File: config.mk
export PLATFORM = sky130hd
export DESIGN_NAME = bus_sequencer
export DESIGN_NICKNAME = d
export VERILOG_FILES = /design/src/rtl/bus_sequencer.sv
export SDC_FILE = /design/constraint.sdc
export NUM_CORES = 1
export LEC_CHECK = 0
export BUFFER_PORTS_ARGS = -buffer_cell sky130_fd_sc_hd__buf_2
export CORE_UTILIZATION = 34
export DETAILED_ROUTE_END_ITERATION = 12
export PLACE_DENSITY = 0.69
export SETUP_SLACK_MARGIN = 0.3
export SLEW_MARGIN = 30
export SYNTH_ARGS = -nofsm -noshare
export SYNTH_HDL_FRONTEND = slang
export SYNTH_SLANG_ARGS = --single-unit
export TNS_END_PERCENT = 100
File: constraint.sdc
create_clock -name clock -period 1.6 [get_ports clock]
set_input_delay 0.32 -clock clock [delete_from_list [all_inputs] [get_ports clock]]
set_output_delay 0.32 -clock clock [all_outputs]
set_load 0.005 [all_outputs]
File: src/rtl/bus_sequencer.sv
// bus_sequencer: control sequencer for the four-register tri-state bus.
// Accepts one micro-command per valid/ready handshake and produces the
// driver enables, register loads and adder enables for the datapath.
// Outputs are decoded from registered state and captured command fields only.
//
// state     | meaning
// ----------+----------------------------------------------------------
// RST       | just out of reset, nothing driven, not ready
// IDLE      | cmdReady=1, waiting for a command
// DRIVE     | LOAD/MOVE transfer: one driver plus ld[dst]
// ADDCALC   | adder captures A+B, bus undriven
// ADDDRIVE  | adder drives the sum, ld[dst]
// GAP       | bus idle, done pulse, completed-command count advances
module bus_sequencer #(
    parameter int CNT_W = 16
) (
    input  logic             clock,
    input  logic             reset,
    input  logic             cmdValid,
    input  logic [1:0]       cmdOp,
    input  logic [1:0]       cmdSrc,
    input  logic [1:0]       cmdDst,
    output logic             cmdReady,
    output logic             enbIn,
    output logic             enbA,
    output logic             enbB,
    output logic             enbC,
    output logic             enbD,
    output logic             ldA,
    output logic             ldB,
    output logic             ldC,
    output logic             ldD,
    output logic             enbAdd,
    output logic             enbBusA,
    output logic             done,
    output logic [CNT_W-1:0] opCount
);

    localparam logic [1:0] OP_LOAD = 2'b00;
    localparam logic [1:0] OP_MOVE = 2'b01;
    localparam logic [1:0] OP_ADD  = 2'b10;

    typedef enum logic [2:0] {
        S_RST      = 3'd0,
        S_IDLE     = 3'd1,
        S_DRIVE    = 3'd2,
        S_ADDCALC  = 3'd3,
        S_ADDDRIVE = 3'd4,
        S_GAP      = 3'd5
    } state_t;

    state_t     state;
    state_t     state_next;
    logic [1:0] op_q;
    logic [1:0] src_q;
    logic [1:0] dst_q;
    logic       accept;
    logic [3:0] drv_vec;
    logic [3:0] ld_vec;

    // A command is taken only while sitting in IDLE.
    assign accept = (state == S_IDLE) && cmdValid;

    // State register; reset parks the sequencer in RST.
    always_ff @(posedge clock or negedge reset) begin
        if (!reset) begin
            state <= S_RST;
        end else begin
            state <= state_next;
        end
    end

    // Capture the command fields on the accept edge; they are frozen until the next accept.
    always_ff @(posedge clock or negedge reset) begin
        if (!reset) begin
            op_q  <= 2'b00;
            src_q <= 2'b00;
            dst_q <= 2'b00;
        end else if (accept) begin
            op_q  <= cmdOp;
            src_q <= cmdSrc;
            dst_q <= cmdDst;
        end
    end

    // Completed-command counter, advanced as GAP is left; wraps silently.
    always_ff @(posedge clock or negedge reset) begin
        if (!reset) begin
            opCount <= '0;
        end else if (state == S_GAP) begin
            opCount <= opCount + CNT_W'(1);
        end
    end

    // Next-state decode.
    always_comb begin
        state_next = state;
        case (state)
            S_RST:      state_next = S_IDLE;
            S_IDLE: begin
                if (cmdValid) begin
                    case (cmdOp)
                        OP_LOAD, OP_MOVE: state_next = S_DRIVE;
                        OP_ADD:           state_next = S_ADDCALC;
                        default:          state_next = S_GAP;
                    endcase
                end
            end
            S_DRIVE:    state_next = S_GAP;
            S_ADDCALC:  state_next = S_ADDDRIVE;
            S_ADDDRIVE: state_next = S_GAP;
            S_GAP:      state_next = S_IDLE;
            default:    state_next = S_RST;
        endcase
    end

    // Moore output decode; bit 0 of the one-hot vectors is register A.
    always_comb begin
        cmdReady = 1'b0;
        enbIn    = 1'b0;
        enbAdd   = 1'b0;
        enbBusA  = 1'b0;
        done     = 1'b0;
        drv_vec  = 4'b0000;
        ld_vec   = 4'b0000;
        case (state)
            S_IDLE: cmdReady = 1'b1;
            S_DRIVE: begin
                ld_vec = 4'b0001 << dst_q;
                if (op_q == OP_LOAD) begin
                    enbIn = 1'b1;
                end else begin
                    drv_vec = 4'b0001 << src_q;
                end
            end
            S_ADDCALC: enbAdd = 1'b1;
            S_ADDDRIVE: begin
                enbBusA = 1'b1;
                ld_vec  = 4'b0001 << dst_q;
            end
            S_GAP: done = 1'b1;
            default: ;
        endcase
    end

    assign enbA = drv_vec[0];
    assign enbB = drv_vec[1];
    assign enbC = drv_vec[2];
    assign enbD = drv_vec[3];
    assign ldA  = ld_vec[0];
    assign ldB  = ld_vec[1];
    assign ldC  = ld_vec[2];
    assign ldD  = ld_vec[3];

endmodule

==> results.md, run 1 <==
- CP required: 1.28 ns
- CTS Buf Count: 3
- Initial antenna violation count: 0
- FP Rows: 21
- Main combinational cell family by area after synthesis: simple AND/OR/NAND/NOR gates
- RSZ-0062 raised after global routing: yes
- Layout area overhead: 45.2%
- Crit path cell chain: or3b_4 -> nor2_4 -> nand2_1 -> nor2_1 -> buf_2
- Initial Util: 35.8%
- Compound-Gate Fraction of Synth Area: 2.49%
- Final Hold Fails: 0
- Die area: 3790 µm²
- First-pass GRT wire length: approximately 4000 µm
- Routability congestion estimate: around 0.8
- Hpwl dp: between 1500 and 2000 µm
- P_leak: 0.882 nW
- N_diodes: 0
- Drt wl/cell: 12.4 µm
- Vias in the first global route: about 900
- Chip Width: 61.5 µm
- CP Data Arrival Time: ~1.6 ns
- Post-synth EDFFs: 0
- Fill cell count: 320
- Register-to-register setup slack: -0.11 ns
- Clock latency at the later pin of the worst-skew pair: between 0.3 and 0.4 ns
- Hold_ws: 0.208 ns
- Fraction of layout cells with a size suffix above 1: 57.3%
- Worst R2R Start: state[1]$_DFFE_PN0P_
- Mapped Cells: roughly 110
- Clock Pin Slew Worst Setup and Hold Paths: 0.14 ns
- Hold_sp: cmdOp[0]
- Worst r2r dst: src_q[0]$_DFFE_PN0P_
- GRT Overall Usage: 14.6%
- Clock Skew: about 0.0023 ns
- Max-Cap Viols: 0
- Sequential area share after synthesis: around half
- GRT Residual Overflow: 0
- WHS Path Cells: 2
- Via/cell ratio: 4.78
- Max incr delay on CP: about 0.43 ns
- Syn Area/Cell: ~11 µm²
- H-tree depth reported by CTS: 1
- Reg2reg path depth: 7
- Rel. slew slack: 63.0%
- Yosys warnings: 0
- Crit end category: output port
- Main synth FF type: dfrtp_1
- Worst slew pin tran: 0.555 ns
- Slew Limit Fails: 0
- Failing checks: setup timing
- Pwr dens: 1420 nW/µm²
- Fin worst setup slack: -0.293 ns
- TritonCTS clock tree: yes
- Xor/xnor cell area share of the yosys netlist: 11.6%
- Post-synthesis simple-gate area fraction: 24.9%
- Largest net degree at the start of global routing: 26
- DR vias: 970
- Crit Path Class: register to output port
- Worst Setup Start Kind: register
- Post-Synth Adder-Cell Area: 1.04%
- Sink of the worst hold path: state[1]$_DFFE_PN0P_
- Critical path's slowest cell: dfrtp_1
- Synth cell types: 26
- Minimum clock period after layout: 1.89 ns
- Final WL: roughly 2500 µm
- Fmax: 528 MHz
- Die Y: 61.5 µm
- Layout Utilization: 52.0%
- Hold crit path type: input pin to register
- I/O pins: 38
- DRT Pass-1 Iters: 4
- Core area: between 3000 and 4000 µm²
- Clock tree buffer depth: 2
- Setup Viol. Count Final: 19
- Final Cycle Share: 118%
- Layout Nets: roughly 170
- TritonCTS Sinks: 25
- Synth Register Bits: 25
- Peak supply drop: 0.515 mV
- Total nets after synthesis: 115
- Antenna Nets Post-Route: 0
- Ys async rst share: 100%
- IO buf count: 37
- Starting DRT DRC Count: 27
- Mux contribution to synthesized area: 6.54%
- Crit path max fanout: 3
- DR DRC count: 0
- Synth Cell Area: 1200 µm²
- CTS root buffer: clkbuf_4
- Status: complete, but fails checks
==> layout by cell type, fill, tap and decap left out, types with 4 or more instances in the layout <==
master   count
xnor2_1     10
buf_2       37
buf_6        7
mux2_4       5
nor2_4       6
nand2_1      9
xor2_1       4
dfrtp_1     21
buf_4        5
dfrtp_2      4
nor2_1       6
==> synthesized netlist by cell type (2+ instances only) <==
library cell,instances,area (µm²)
inv_1,2,7.51
nand4_1,3,18.8
dfrtp_1,25,626
nor4_4,2,42.5
and3_1,3,18.8
nor4_1,2,12.5
nor2_1,13,48.8
mux2_2,7,78.8
clkbuf_2,2,10.0
nor3_1,2,10.0
xnor2_1,12,105
nand2_1,12,45.0
nand3_1,4,20.0
xor2_1,4,35.0
==> sequential cells by signal, indices dropped and copies added (netlist names) <==
signal and cells:
src_q 2, dst_q 2, op_q 2, opCount 16
state 3
==> repair_timing <==
action | 4_1_cts | 5_1_grt
pin swaps | 18 | 9
endpoints found under the hold margin | 25 | 0
endpoints found under the setup margin | 29 | 39
hold buffers | 1 | 0
gates resized for setup | 26 | 13
buffers inserted | 6 | 3
==> how the worst max path moves through the flow <==
stage	slack, ns	start	endpoint	cells past startpoint
floorplan	0.11	state[2]$_DFFE_PN0P_	enbD	4
global placement	0.12	state[2]$_DFFE_PN0P_	op_q[0]$_DFFE_PN0P_	5
detailed placement	0.08	state[1]$_DFFE_PN0P_	enbC	5
CTS	-0.27	state[2]$_DFFE_PN0P_	enbC	5
global route	-0.37	state[1]$_DFFE_PN0P_	enbC	5
finish	-0.29	state[2]$_DFFE_PN0P_	enbC	5
==> report_power, final <==
part	internal, W	total [W]	switching, W	leakage (nW)
combinational	0.000634	0.00116	0.000522	0.552
clock	0.0000953	0.000290	0.000195	0.0139
sequential	0.000809	0.00103	0.000224	0.317
total	0.00154	0.00248	0.000940	0.882
==> worst max-delay path, delay by kind of cell (launching register included) <==
| family | cells | cell delay, ns |
|---|---|---|
| AND/OR/NAND/NOR | 4 | 0.70 |
| buffers and inverters | 1 | 0.13 |
| flip-flops | 1 | 0.43 |
==> area by class of cell <==
cell class              count  area (µm²)  area share [%]
repair buffers             50         312            17.8
inverters                   2        15.0           0.858
multi-input cells          76         704            40.3
clock buffers               3        22.5            1.29
clock inverters             1        7.51           0.429
well taps                  46        57.6            3.29
flip-flops and latches     25         631            36.1
==> cells by family (layout without fill, tap and decap cells) <==
group / count (synthesis) / in the layout
xor gates and xnor gates: 16 / 16
buffers and inverters: 4 / 56
adders and majority gates: 1 / 1
and+or+nand+nor: 48 / 48
AOI/OAI and AO/OA: 4 / 4
DFF: 25 / 25
muxes: 7 / 7
==> stage by stage <==
stage / setup WS, ns / TNS, ns / power [W] / cell area [µm²] / cells
6_report: -0.293 / -2.54 / 0.00248 / 1750 / 203
5_1_grt: -0.365 / -4.77 / 0.00264 / 1750 / 203
4_1_cts: -0.272 / -2.74 / 0.00235 / 1670 / 200
3_5_place_dp: 0.0840 / 0 / 0.00179 / 1490 / 189
3_3_place_gp: 0.120 / 0 / 0.00176 / 1490 / 189
2_1_floorplan: 0.111 / 0 / 0.00154 / 1240 / 105
==> routing by layer <==
layer	up-vias	track usage, %	wire length [µm]
li1	466	-	-
met1	475	18.2	1150
met2	27	25.2	1230
met3	2	3.57	134
met4	0	3.81	13
met5	-	0	0
Note: power is estimated with default switching activity, not from simulation.
==> inputs of run 2 (changes only) <==
BUFFER_PORTS_ARGS = unset   (was -buffer_cell sky130_fd_sc_hd__buf_2)
DONT_BUFFER_PORTS = 1   (was unset)
PLACE_DENSITY = 0.6   (was 0.69)
SLEW_MARGIN = 20   (was 30)
==> run 2 against run 1 <==
The flow still finishes with violations (setup timing). Utilization is 2.6 points lower. First-iteration DRC count is 44% lower. Critical endpoint is now enbD. Routed wire length is 5.2% higher. Count of clock-buffer cells in the layout is 1 higher. Non-clock buffer count is 36 lower. Critical path depth is 2 lower. Maximum frequency is 6.8% higher. Cell count is 18% lower. Worst hold slack worse by 0.13 ns. Global-route usage is 0.10 points higher. Via count is 12% lower. Sequential cell count stayed put.
==> results.md, run 2 (synthesized netlist as in run 1, its figures left out) <==
- Layout area overhead: 37.8%
- N_diodes: 0 (unchanged)
- CP endpoint: enbD
- IO buf count: 0 (-100%)
- P_leak: 0.729 nW (-17%)
- Status: complete, but fails checks
- Clock Skew: 0.00236 ns (+0.0000877 ns)
- Vias in the first global route: 850 (-7.9%)
- Layout Utilization: 49.4% (-2.6 points)
- CTS Buf Count: 3 (unchanged)
- Initial antenna violation count: 0 (unchanged)
- Crit end category: output port
- Core area: 3360 µm² (unchanged)
- CTS root buffer: clkbuf_4
- Worst R2R Start: state[2]$_DFFE_PN0P_
- Via/cell ratio: 5.09 (+6.5%)
- Max incr delay on CP: 0.42 ns (about the same)
- GRT Overall Usage: 14.7% (+0.10 points)
- Drt wl/cell: 15.9 µm (+28%)
- CP required: 1.28 ns (about the same)
- Commonest cells after routing, fill and taps aside: 19 x dfrtp_1, 9 x nor2_4, 8 x xnor2_1
- CP Data Arrival Time: 1.45 ns (-0.12 ns)
- Worst slew pin tran: 0.317 ns (-0.238 ns)
- Final Cycle Share: 111% (-7.5 points)
- Hold crit path type: input pin to register
- Starting DRT DRC Count: 15 (-44%)
- Peak supply drop: 0.641 mV (+25%)
- Hpwl dp: 1690 µm (-5.8%)
- Initial Util: 35.8% (unchanged)
- Setup Viol. Count Final: 8 (-11)
- Top reg by flops: opCount
- TritonCTS clock tree: yes
- Fmax: 564 MHz (+6.8%)
- Layout Nets: 132 (-21%)
- Final Hold Fails: 0 (unchanged)
- Crit path cell chain: or3b_4 -> nor2_4 -> and3_1
- Chip Width: 61.5 µm (unchanged)
- DRT Pass-1 Iters: 4 (unchanged)
- Fin worst setup slack: -0.173 ns (+0.120 ns)
- Crit Path Class: register to output port
- Die Y: 61.5 µm (unchanged)
- DR vias: 850 (-12%)
- Register-to-register setup slack: 0.04 ns (+0.15 ns)
- Minimum clock period after layout: 1.77 ns (-0.120 ns)
- Reg2reg path depth: 6 (-1)
- First-pass GRT wire length: 3910 µm (-2.7%)
- Clock Pin Slew Worst Setup and Hold Paths: 0.13 ns (about the same)
- I/O pins: 38 (unchanged)
- Final WL: 2660 µm (+5.2%)
- Antenna Nets Post-Route: 0 (unchanged)
- FP Rows: 21 (unchanged)
- Crit path max fanout: 3 (unchanged)
- Critical path's slowest cell: dfrtp_1
- Worst Setup SP: state[2]$_DFFE_PN0P_
- Rel. slew slack: 78.8% (+16 points)
- Clock latency at the later pin of the worst-skew pair: 0.31 ns (about the same)
- RSZ-0062 raised after global routing: yes
- DR DRC count: 0 (unchanged)
- Max-Cap Viols: 0 (unchanged)
- Max reg flops: 16 (unchanged)
- Slew Limit Fails: 0 (unchanged)
- Routability congestion estimate: 0.726 (-9.4%)
- Commonest non-fill, non-tap cell in the layout: dfrtp_1
- GRT Residual Overflow: 0 (unchanged)
- Fraction of layout cells with a size suffix above 1: 54.5% (-2.8 points)
- Worst Setup Start Kind: register
- Worst r2r dst: dst_q[0]$_DFFE_PN0P_
- Die area: 3790 µm² (unchanged)
- TritonCTS Sinks: 25 (unchanged)
- Pre-CTS setup slack: 0.0768 ns (-0.00725 ns)
- Clock tree buffer depth: 2 (unchanged)
- Pwr dens: 1510 nW/µm² (+6.3%)
- Largest net degree at the start of global routing: 26 (unchanged)
- Top flop regs: opCount: 16 flops, state: 3 flops
- Failing checks: setup timing
- H-tree depth reported by CTS: 1 (unchanged)
- Hold_ws: 0.0764 ns (-0.132 ns)
[run 2: changes by cell type in the layout (fill, tap and decap cells not counted), moves of 2 or more]
cell and change:
mux2_4 +2, xnor2_1 -2, xnor2_2 +2, buf_6 -2
dfrtp_1 -2, nor2_4 +3, buf_2 -37, buf_4 +2
nand2_1 -2, nor2_1 -4, mux2_2 -2, dfrtp_2 +2
[run 2: worst min path at each step]
stage / slack, ns / depth (start not counted) / from / endpoint
3_3_place_gp: 0.03 / 0 / reset / opCount[2]$_DFFE_PN0P_
3_5_place_dp: 0.03 / 0 / reset / opCount[2]$_DFFE_PN0P_
4_1_cts: 0.07 / 1 / cmdOp[0] / state[1]$_DFFE_PN0P_
6_report: 0.08 / 1 / cmdOp[0] / state[1]$_DFFE_PN0P_
5_1_grt: 0.04 / 1 / cmdOp[0] / state[1]$_DFFE_PN0P_
2_1_floorplan: 0.02 / 0 / reset / dst_q[0]$_DFFE_PN0P_
[run 2: final cells by class]
type,count,area [µm²]
repair buffers,14,139
fillers,332,1700
multi-input cells,76,793
clock buffers,4,26.3
inverters,2,11.3
flip-flops and latches,25,633
well taps,46,57.6
[run 2: per-layer routing]
layer | wire length, µm | global-route usage, % | vias to the layer above
li1 | - | - | 394
met1 | 1060 | 18.0 | 428
met2 | 1420 | 23.7 | 26
met3 | 163 | 4.83 | 2
met4 | 14 | 6.35 | 0
met5 | 0 | 0 | -
[run 2: timing repair]
action                     in CTS  in global routing
resized for setup              37                 18
hold endpoints to repair       25                  0
setup endpoints to repair      33                 34
pin swaps                      21                  7
cloned                          0                  0
hold buffers                    2                  0
buffers inserted                4                  6
[run 2: power by group]
group / switching (W) / internal, W / leakage, nW / total (W)
registers: 0.000279 / 0.000813 / 0.314 / 0.00109
logic: 0.000537 / 0.000594 / 0.400 / 0.00113
clock network: 0.000181 / 0.0000972 / 0.0150 / 0.000278
total: 0.000997 / 0.00150 / 0.729 / 0.00250
[run 2: stage by stage]
stage	instance area (µm²)	power [W]	setup TNS, ns	std cells
after floorplan	1240	0.00154	0	105
after global placement	1290	0.00162	0	151
after detailed placement	1290	0.00166	0	151
after CTS	1520	0.00228	-0.962	161
after global routing	1660	0.00267	-1.75	167
final	1660	0.00250	-0.826	167
[run 2: critical path, delay by kind of cell, from the launching register on]
family / cells / cell delay (ns)
flip-flops: 1 / 0.42
AND/OR/NAND/NOR: 3 / 0.72
==> inputs of run 3 (changes only) <==
ABC_AREA = 1   (was unset)
==> run 3 against run 2 <==
Critical path type unchanged. The flow still finishes with violations (setup timing). Sequential share of layout area down 1.3 points. Maximum frequency up 9.6%. Largest cell class unchanged. Synthesized cell count up 46%. Register-to-register slack better by 0.07 ns.
==> results.md, run 3 <==
- Status: complete, but fails checks
- Failing checks: setup timing
- Register-to-register setup slack: 0.11 ns (+0.07 ns)
- Fill cell count: 338 (+1.8%)
- Minimum clock period after layout: 1.62 ns (-0.155 ns)
- Worst Setup SP: state[2]$_DFFE_PN0P_
- Critical path's slowest cell: dfrtp_2
- Layout area overhead: 33.9%
- Via/cell ratio: 4.96 (-2.5%)
- Crit path max fanout: 5 (+2)
- Pwr dens: 1330 nW/µm² (-11%)
- Clock Skew: 0.00865 ns (+0.00629 ns)
- Final Cycle Share: 101% (-9.7 points)
- Synth area leader: dfrtp_1
- First-pass GRT wire length: 4960 µm (+27%)
- Hpwl dp: 1910 µm (+13%)
- TritonCTS Sinks: 25 (unchanged)
- RSZ-0062 raised after global routing: yes
- Final Hold Fails: 0 (unchanged)
- Die Y: 63.2 µm (+2.8%)
- Total nets after synthesis: 163 (+42%)
- Commonest cells in the netlist: 34 x nand2_1, 25 x dfrtp_1, 20 x nor2_1
- DRT Pass-1 Iters: 4 (unchanged)
- Clock power share: 16.5% (+5.4 points)
- Drt wl/cell: 14.0 µm (-12%)
- Reg2reg path depth: 9 (+3)
- Clock Pin Slew Worst Setup and Hold Paths: 0.09 ns (-0.04 ns)
- Antenna Nets Post-Route: 0 (unchanged)
- CP required: 1.28 ns (about the same)
- GRT Residual Overflow: 0 (unchanged)
- CTS Buf Count: 3 (unchanged)
- Crit end category: output port
- Met1 global-route usage: 17.4% (-0.61 points)
- Setup Viol. Count Final: 3 (-5)
- Pre-CTS setup slack: 0.152 ns (+0.0753 ns)
- Worst R2R Start: state[1]$_DFFE_PN0P_
- Post-synth EDFFs: 0 (unchanged)
- Crit Path Class: register to output port
- Met3 usage: 4.71% (-0.12 points)
- P_leak: 0.813 nW (+11%)
- Top cell type's share of synthesized area: 49.1% (-2.9 points)
- Synth top area cells: dfrtp_1 49%, nand2_1 10%, nor2_1 5.9%
- DR DRC count: 0 (unchanged)
- Max incr delay on CP: 0.38 ns (-0.04 ns)
- Finished Layout Cells: 217 (+30%)
- Grt peak-use layer: met2
- Worst r2r dst: opCount[12]$_DFFE_PN0P_
- Fraction of layout cells with a size suffix above 1: 36.3% (-18 points)
- Combinational Power Share: 39.7% (-5.5 points)
- Core area: 3470 µm² (+3.1%)
- WHS Path Cells: 2 (+1)
- Main synth FF type: dfrtp_1
- Hold_sp: cmdValid
- Setup TNS: -0.0293 ns (+0.797 ns)
- Sw Ratio: 42.6% (+2.7 points)
- Commonest cells after routing, fill and taps aside: 30 x nand2_1, 22 x dfrtp_1, 15 x inv_1
- IO buf count: 0 (unchanged)
- Starting DRT DRC Count: 50 (+35)
- Layout Nets: 182 (+38%)
- Initial Util: 36.8% (+0.93 points)
- CP Data Arrival Time: 1.30 ns (-0.15 ns)
- Clock tree buffer depth: 2 (unchanged)
- GRT Overall Usage: 15.8% (+1.1 points)
- Max reg flops: 16 (unchanged)
- Count leader, synth: nand2_1
- Slew Limit Fails: 0 (unchanged)
- Syn Area/Cell: 8.33 µm² (-27%)
- H-tree depth reported by CTS: 1 (unchanged)
- Vias in the first global route: 1127 (+33%)
- Die area: 4000 µm² (+5.6%)
- Crit path cell chain: inv_2 -> nor3_4 -> inv_2 -> nand2_2 -> inv_4 -> nor3_4
- Top reg by flops: opCount
- Fin worst setup slack: -0.0180 ns (+0.155 ns)
- Clock latency at the later pin of the worst-skew pair: 0.27 ns (-0.04 ns)
- Commonest non-fill, non-tap cell in the layout: nand2_1
- Routability congestion estimate: 0.858 (+18%)
- I/O pins: 38 (unchanged)
- CTS root buffer: clkbuf_8
- Sink of the worst hold path: op_q[0]$_DFFE_PN0P_
- Met2 Use GR: 27.7% (+4.0 points)
- Worst Setup Start Kind: register
- Hold crit path type: input pin to register
- Fmax: 618 MHz (+9.6%)
- Peak supply drop: 0.504 mV (-21%)
- Part of the power in registers: 43.8% (about the same)
- Internal power: 0.00131 W (-13%)
- Final WL: 3030 µm (+14%)
- Max-Cap Viols: 0 (unchanged)
- Mapped Cells: 153 (+46%)
- DR vias: 1077 (+27%)
- Rel. slew slack: 76.5% (-2.3 points)
- Yosys warnings: 0 (unchanged)
- Initial antenna violation count: 0 (unchanged)
- Placed Cells: 198 (+31%)
- N_diodes: 0 (unchanged)
- FP Rows: 21 (unchanged)
- Synth Cell Area: 1270 µm² (+5.8%)
- Synth cell types: 22 (-15%)
- Chip Width: 63.2 µm (+2.8%)
- P_sw: 0.000970 W (-2.7%)
- Worst slew pin tran: 0.349 ns (+0.0324 ns)
- Synth Register Bits: 25 (unchanged)
- Sequential area share after synthesis: 49.1% (-2.9 points)
- TritonCTS clock tree: yes
- Largest net degree at the start of global routing: 26 (unchanged)
- Top flop regs: opCount: 16 flops, state: 3 flops
- Ys async rst share: 100% (unchanged)
==> run 3: logic make-up after synthesis <==
family / share of synthesized area (%)
buf+inv: 6.87
fa+ha+maj: 0.981
simple gates: 32.0
xor+xnor: 7.56
compound gates: 3.53
flops: 49.1
==> run 3: layout make-up <==
class	instances	area, µm²	share of cell area, %
Multi-Input combinational cell	106	757	44.4
Sequential cell	25	629	36.9
Timing Repair Buffer	14	128	7.48
Inverter	22	90.1	5.28
Tap cell	46	57.6	3.37
Clock buffer	4	45.0	2.64
==> run 3: critical path: cells and delay by family (launching register included) <==
| kind | cells | cell delay, ns |
|---|---|---|
| DFF | 1 | 0.38 |
| buffers and inverters | 3 | 0.18 |
| and+or+nand+nor | 3 | 0.46 |
==> run 3: power by group through the flow <==
stage / clock network [W] / logic [W] / registers, W
6_report: 0.000375 / 0.000903 / 0.000998
5_1_grt: 0.000411 / 0.000996 / 0.00102
4_1_cts: 0.000386 / 0.000701 / 0.000977
3_5_place_dp: 0 / 0.000495 / 0.000982
3_3_place_gp: 0 / 0.000471 / 0.000966
2_1_floorplan: 0 / 0.000418 / 0.000940
==> run 3: what timing repair did <==
| item | in CTS | in global routing |
|---|---|---|
| hold buffers | 2 | 0 |
| resized for setup | 19 | 32 |
| setup endpoints to repair | 25 | 26 |
| endpoints found under the hold margin | 25 | 0 |
| pin swaps | 4 | 9 |
| cloned | 0 | 1 |
| buffers inserted | 7 | 5 |
==> run 3: worst max path at each step <==
stage               end  slack [ns]  cells past startpoint
finish              ldC       -0.02                      6
global route        ldC       -0.08                      6
floorplan           ldA        0.30                      5
global placement    ldD        0.21                      5
CTS                 ldA       0.009                      6
detailed placement  ldC        0.15                      5
==> run 3: metal layers <==
layer / part of all wire, % / vias to the layer above
met1: 39 / 530
met3: 5.7 / 2
met2: 54 / 27
li1: - / 518
met5: 0 / -
met4: 1.1 / 0
==> run 3: stage by stage <==
step / cell area (µm²) / power [W] / hold slack [ns] / utilization (%)
finish: 1710 / 0.00228 / 0.190 / 49.2
global route: 1710 / 0.00243 / 0.198 / 49.2
CTS: 1540 / 0.00206 / 0.185 / 44.3
detailed placement: 1330 / 0.00148 / 0.0251 / 38.3
global placement: 1330 / 0.00144 / 0.0252 / 38.3
floorplan: 1280 / 0.00136 / 0.0244 / -
